## config.mk

```make
export PLATFORM = sky130hd
export DESIGN_NAME = async_fifo_wr_ctrl
export DESIGN_NICKNAME = d
export VERILOG_FILES = /design/src/rtl/async_fifo_pkg.sv /design/src/rtl/gray2bin_conv.sv /design/src/rtl/async_fifo_wr_ctrl.sv
export SDC_FILE = /design/constraint.sdc
export NUM_CORES = 1
export LEC_CHECK = 0
export BUFFER_PORTS_ARGS = -buffer_cell sky130_fd_sc_hd__buf_2
export CAP_MARGIN = 30
export CORE_UTILIZATION = 41
export DETAILED_ROUTE_END_ITERATION = 10
export HOLD_SLACK_MARGIN = 0.02
export PLACE_DENSITY = 0.81
export SYNTH_ARGS = -nofsm -noshare
export SYNTH_HDL_FRONTEND = slang
export SYNTH_SLANG_ARGS = --single-unit
export TNS_END_PERCENT = 100
```

## constraint.sdc

```tcl
create_clock -name clk -period 2.42 [get_ports clk]
set_input_delay 0.484 -clock clk [delete_from_list [all_inputs] [get_ports clk]]
set_output_delay 0.484 -clock clk [all_outputs]
set_load 0.02 [all_outputs]
```

## src/rtl/async_fifo_pkg.sv

```systemverilog
// Shared definitions for the dual-clock FIFO pointer logic.
// Gray/binary helpers operate on MAX_PTR_W-bit vectors; narrower pointers
// are zero-extended on the way in and truncated on the way out, which is
// exact for both conversions because leading zeros map to leading zeros.
package async_fifo_pkg;

    localparam int unsigned MAX_PTR_W  = 13;
    localparam int unsigned MIN_ADDR_W = 2;
    localparam int unsigned MAX_ADDR_W = MAX_PTR_W - 1;
    localparam int unsigned DROP_CNT_W = 8;

    // Binary to reflected Gray code.
    function automatic logic [MAX_PTR_W-1:0] bin2gray(input logic [MAX_PTR_W-1:0] bin);
        return bin ^ (bin >> 1);
    endfunction

    // Reflected Gray code to binary: prefix XOR from the MSB down.
    function automatic logic [MAX_PTR_W-1:0] gray2bin(input logic [MAX_PTR_W-1:0] gray);
        logic [MAX_PTR_W-1:0] bin;
        bin[MAX_PTR_W-1] = gray[MAX_PTR_W-1];
        for (int i = MAX_PTR_W - 2; i >= 0; i--) begin
            bin[i] = bin[i+1] ^ gray[i];
        end
        return bin;
    endfunction

endpackage : async_fifo_pkg

```

## src/rtl/gray2bin_conv.sv

```systemverilog
// Combinational Gray-to-binary converter, width-parameterised.
// Shared by the write-side and read-side FIFO controllers.
module gray2bin_conv
    import async_fifo_pkg::*;
#(
    parameter int unsigned W = 5
) (
    input  logic [W-1:0] i_gray,
    output logic [W-1:0] o_bin
);

    logic [MAX_PTR_W-1:0] w_gray_ext;
    logic [MAX_PTR_W-1:0] w_bin_ext;

    // Widen to the package width, convert, then narrow back.
    always_comb begin
        w_gray_ext = MAX_PTR_W'(i_gray);
        w_bin_ext  = gray2bin(w_gray_ext);
        o_bin      = W'(w_bin_ext);
    end

endmodule : gray2bin_conv

```

## src/rtl/async_fifo_wr_ctrl.sv

```systemverilog
// Write-side controller of the dual-clock FIFO (write clock domain only).
// Owns the binary/Gray write pointer, drives the RAM write port
// combinationally, and derives full, almost_full, a conservative fill level
// and a sticky overflow flag from the synchronized read pointer.
// Optional: define ASYNC_FIFO_WR_DROP_CNT_EN to add an 8-bit saturating
// counter of dropped writes (drop_cnt).
module async_fifo_wr_ctrl
    import async_fifo_pkg::*;
#(
    parameter int unsigned ADDR_W = 4,
    parameter int unsigned DATA_W = 8
) (
    input  logic              clk,
    input  logic              rst,
    input  logic              wr_en,
    input  logic [DATA_W-1:0] wr_data,
    input  logic [ADDR_W:0]   rd_ptr_gray_sync,
    input  logic [ADDR_W:0]   af_thresh,
    input  logic              ovf_clr,
    output logic              mem_we,
    output logic [ADDR_W-1:0] mem_waddr,
    output logic [DATA_W-1:0] mem_wdata,
    output logic [ADDR_W:0]   wr_ptr_gray,
    output logic              full,
    output logic              almost_full,
    output logic [ADDR_W:0]   wr_level,
    output logic              overflow
`ifdef ASYNC_FIFO_WR_DROP_CNT_EN
    ,
    output logic [DROP_CNT_W-1:0] drop_cnt
`endif
);

    localparam int unsigned PTR_W = ADDR_W + 1;

    // Registered state
    logic [PTR_W-1:0] r_wr_bin;
    logic [PTR_W-1:0] r_wr_gray;
    logic             r_full;
    logic             r_almost_full;
    logic [PTR_W-1:0] r_wr_level;
    logic             r_overflow;

    // Next-state and helper nets
    logic             w_push;
    logic             w_drop;
    logic [PTR_W-1:0] w_wr_bin_next;
    logic [PTR_W-1:0] w_wr_gray_next;
    logic [PTR_W-1:0] w_rd_bin;
    logic [PTR_W-1:0] w_rd_gray_full;
    logic [PTR_W-1:0] w_level_next;
    logic             w_full_next;
    logic             w_almost_full_next;
    logic             w_overflow_next;

    // Read pointer back to binary for level arithmetic.
    gray2bin_conv #(
        .W (PTR_W)
    ) u_rd_g2b (
        .i_gray (rd_ptr_gray_sync),
        .o_bin  (w_rd_bin)
    );

    // Accept/drop decision and pointer/flag next-state computation.
    always_comb begin
        w_push = wr_en & ~r_full;
        w_drop = wr_en & r_full;

        w_wr_bin_next  = r_wr_bin + PTR_W'(w_push);
        w_wr_gray_next = PTR_W'(bin2gray(MAX_PTR_W'(w_wr_bin_next)));

        // Full when the write pointer is exactly one lap ahead: in Gray code
        // that means the top two bits are inverted and the rest are equal.
        w_rd_gray_full = {~rd_ptr_gray_sync[ADDR_W:ADDR_W-1], rd_ptr_gray_sync[ADDR_W-2:0]};
        w_full_next    = (w_wr_gray_next == w_rd_gray_full);

        // Stale read pointer can only make this look fuller than reality.
        w_level_next       = w_wr_bin_next - w_rd_bin;
        w_almost_full_next = (w_level_next >= af_thresh);

        // A new drop beats a simultaneous clear.
        w_overflow_next = (r_overflow & ~ovf_clr) | w_drop;
    end

    // RAM write port: captured by the RAM on the same clk edge.
    always_comb begin
        mem_we    = w_push;
        mem_waddr = r_wr_bin[ADDR_W-1:0];
        mem_wdata = wr_data;
    end

    // Pointer and status registers.
    always_ff @(posedge clk or posedge rst) begin
        if (rst) begin
            r_wr_bin      <= '0;
            r_wr_gray     <= '0;
            r_full        <= 1'b0;
            r_almost_full <= 1'b0;
            r_wr_level    <= '0;
            r_overflow    <= 1'b0;
        end else begin
            r_wr_bin      <= w_wr_bin_next;
            r_wr_gray     <= w_wr_gray_next;
            r_full        <= w_full_next;
            r_almost_full <= w_almost_full_next;
            r_wr_level    <= w_level_next;
            r_overflow    <= w_overflow_next;
        end
    end

    assign wr_ptr_gray = r_wr_gray;
    assign full        = r_full;
    assign almost_full = r_almost_full;
    assign wr_level    = r_wr_level;
    assign overflow    = r_overflow;

`ifdef ASYNC_FIFO_WR_DROP_CNT_EN
    logic [DROP_CNT_W-1:0] r_drop_cnt;

    // Saturating dropped-write counter; a drop in the clear cycle leaves 1.
    always_ff @(posedge clk or posedge rst) begin
        if (rst) begin
            r_drop_cnt <= '0;
        end else if (w_drop) begin
            if (ovf_clr) begin
                r_drop_cnt <= DROP_CNT_W'(1);
            end else if (r_drop_cnt != '1) begin
                r_drop_cnt <= r_drop_cnt + DROP_CNT_W'(1);
            end
        end else if (ovf_clr) begin
            r_drop_cnt <= '0;
        end
    end

    assign drop_cnt = r_drop_cnt;
`endif

endmodule : async_fifo_wr_ctrl
```

==> run metrics <==
status finished, violations left; failing checks setup timing; crit path kind in -> reg; CP most frequent cell a21o_1; VDD IR max 0.802 mV; RD Place Congestion 0.775; Synthesis Warnings 0; startpoint class of the critical path input port; register area 425 um^2; Critical Path RT 2620 ps; Max stage delay cell, worst path fa_1; crit-path max cell delay 450 ps; Post-Place Cells 161; Final setup viols 1; prevailing post-synth register cell dfrtp_1; layout cells sized above 1 46.8%; Hold Crit Class in -> async; CP Capture Type flop; crit-path cells buf_6 > xnor2_4 > xor2_2 > xor2_2 > buf_4 > buf_4 > inv_1 > fa_1 > xnor2_2 > ha_1 > a21o_1 > a21o_1 > a21o_1; ys async rst share 100%; CP delay by family, top XOR/XNOR gates; Multi-input gate area 577 um^2; final hold vios 0; CP bufs+invs 4; Detailed Place HPWL 1750 um; R2R setup slack -160 ps; via count 818; syn_nets 129; CTS tree done; CTS Root Cell clkbuf_4; Slew @ Worst Pin 637 ps; placed instance area 1320 um^2; die area 2730 um^2; drt total wl 2260 um; RSZ-0062 raised after global routing yes; Fmax 379 MHz; clock skew 0.699 ps; 1st-iter DRT viols 8; vias per cell 4.84; number of synthesized flops with an enable pin 0; fill cell count 171; Period Utilization, post-route 109%; Final Total Pwr 2.35 mW; I/O pins 48; syn_area_per_cell 10.9 um^2; max_slew headroom 57.5%; via count of the first global-routing pass 904; Final Slew Violations 0; CTS H-tree lvls 1; Starting Density 45.1%; worst skew pair latency 290 ps; Routed WL per cell 13.4 um; FP Rows 17; arrival time of the worst setup path 2830 ps; global route total overflow 0; Tot GR Track Use 18.6%; layout net count 176; most frequent cells in the layout buf_2 (29), buf_4 (19), dfrtp_1 (17); max-cap violations 0; Port Buf Inserts 31; sequential share of the synthesized area 41.1%; CORE AREA 2300 um^2; non-filler cells, final 169; Leakage Power 0.768 nW; Gate Count Post-Synth 95; PD cells 1650 nW/um^2; clock slew at reported path FFs 90 ps; antenna viol nets, final 0; pin count of the biggest net entering global routing 18; min Tclk post-route 2640 ps; chip height 52.3 um; CP max FO 2; hold_buf cts 0; initial antenna violation count 0; largest buffer count on any clock path 2; drt pass-1 iters 4; first-pass GRT wire length 3600 um; die width 52.3 um; setup TNS -217 ps; CTS sink count 17; mapped cell area 1040 um^2; P&R area growth vs syn 37.7%; Min Hold Slack 254 ps; Synth Register Bits 17; n_diodes 0; worst setup margin -217 ps; commonest non-fill, non-tap cell in the layout buf_2; design area 1430 um^2; Yosys cell types 20; residual DRC count 0; CTS Buf Count 3
[metal layers]
metal | global-route usage, % | routed length (um)
met2 | 36.5 | 1240
met4 | 12.3 | 106
met1 | 17.1 | 783
met3 | 3.19 | 131
met5 | 0 | 0
[cell families after synthesis]
kind of cell | Yosys count | synth area share (%)
buf+inv | 21 | 10.5
xor+xnor | 20 | 18.2
flops | 17 | 41.1
compound gates | 12 | 7.73
fa+ha+maj | 12 | 15.2
simple gates | 12 | 6.16
mux | 1 | 1.09
[synthesized netlist by cell type, drive strengths merged (2+ instances only)]
master  instances  share of area (%)
dfrtp          17                 41
a21oi           4                2.3
nor2b           2                1.2
buf             8                5.8
nand2           4                1.4
xor2            8                6.8
xnor2          11                9.3
nand3           2               0.97
nor2            2               0.72
ha             11                 13
a21o            6                4.3
inv            13                4.7
[worst register-to-register path: cells and delay by family (launching register included)]
kind / cells / cell delay (ps)
xor gates and xnor gates: 1 / 160
adders and majority gates: 4 / 1000
buffers and inverters: 1 / 150
and+or+nand+nor: 1 / 130
DFF: 1 / 400
AOI/OAI and AO/OA: 4 / 650
[stage by stage]
stage | utilization, % | worst slack (ps)
floorplan | - | -488
global placement | 57.2 | -652
detailed placement | 57.2 | -762
CTS | 61.1 | -305
global route | 62.1 | -289
finish | 62.1 | -217
[power by group]
group	switching [mW]	internal, mW
sequential	0.0858	0.442
combinational	0.869	0.797
clock	0.0883	0.0643
[final cells by class]
type                    instances  area share, %
inverters                      13           3.42
well taps                      28           2.46
clock buffers                   4           1.84
flip-flops and latches         17           29.8
repair buffers                 50           22.0
multi-input cells              57           40.4
[what timing repair did]
action / 4_1_cts / 5_1_grt
pin swaps: 11 / 8
gates resized for setup: 7 / 4
gates cloned: 0 / 0
endpoints found under the setup margin: 1 / 1
hold endpoints to repair: 0 / 0
setup buffers: 4 / 0
[registers in the layout (all words and copies together) (netlist names)]
register and flops:
almost_full 1, full 1, overflow 1, r_wr_bin 5
wr_level 5, wr_ptr_gray 4
[final timing paths]
kind | startpoint | endpoint | cells after the start
worst max-delay path | rd_ptr_gray_sync[4] | almost_full$_DFF_PP0_ | 13
worst min register to register | r_wr_bin[4]$_DFF_PP0_ | wr_ptr_gray[3]$_DFF_PP0_ | 1
worst min-delay path | rst | wr_level[1]$_DFF_PP0_ | 2
min in group clk | ovf_clr | overflow$_DFF_PP0_ | 2
worst max register to register | full$_DFF_PP0_ | almost_full$_DFF_PP0_ | 11
max in group asynchronous | rst | wr_ptr_gray[2]$_DFF_PP0_ | 2
(Power assumes the default switching activity.)
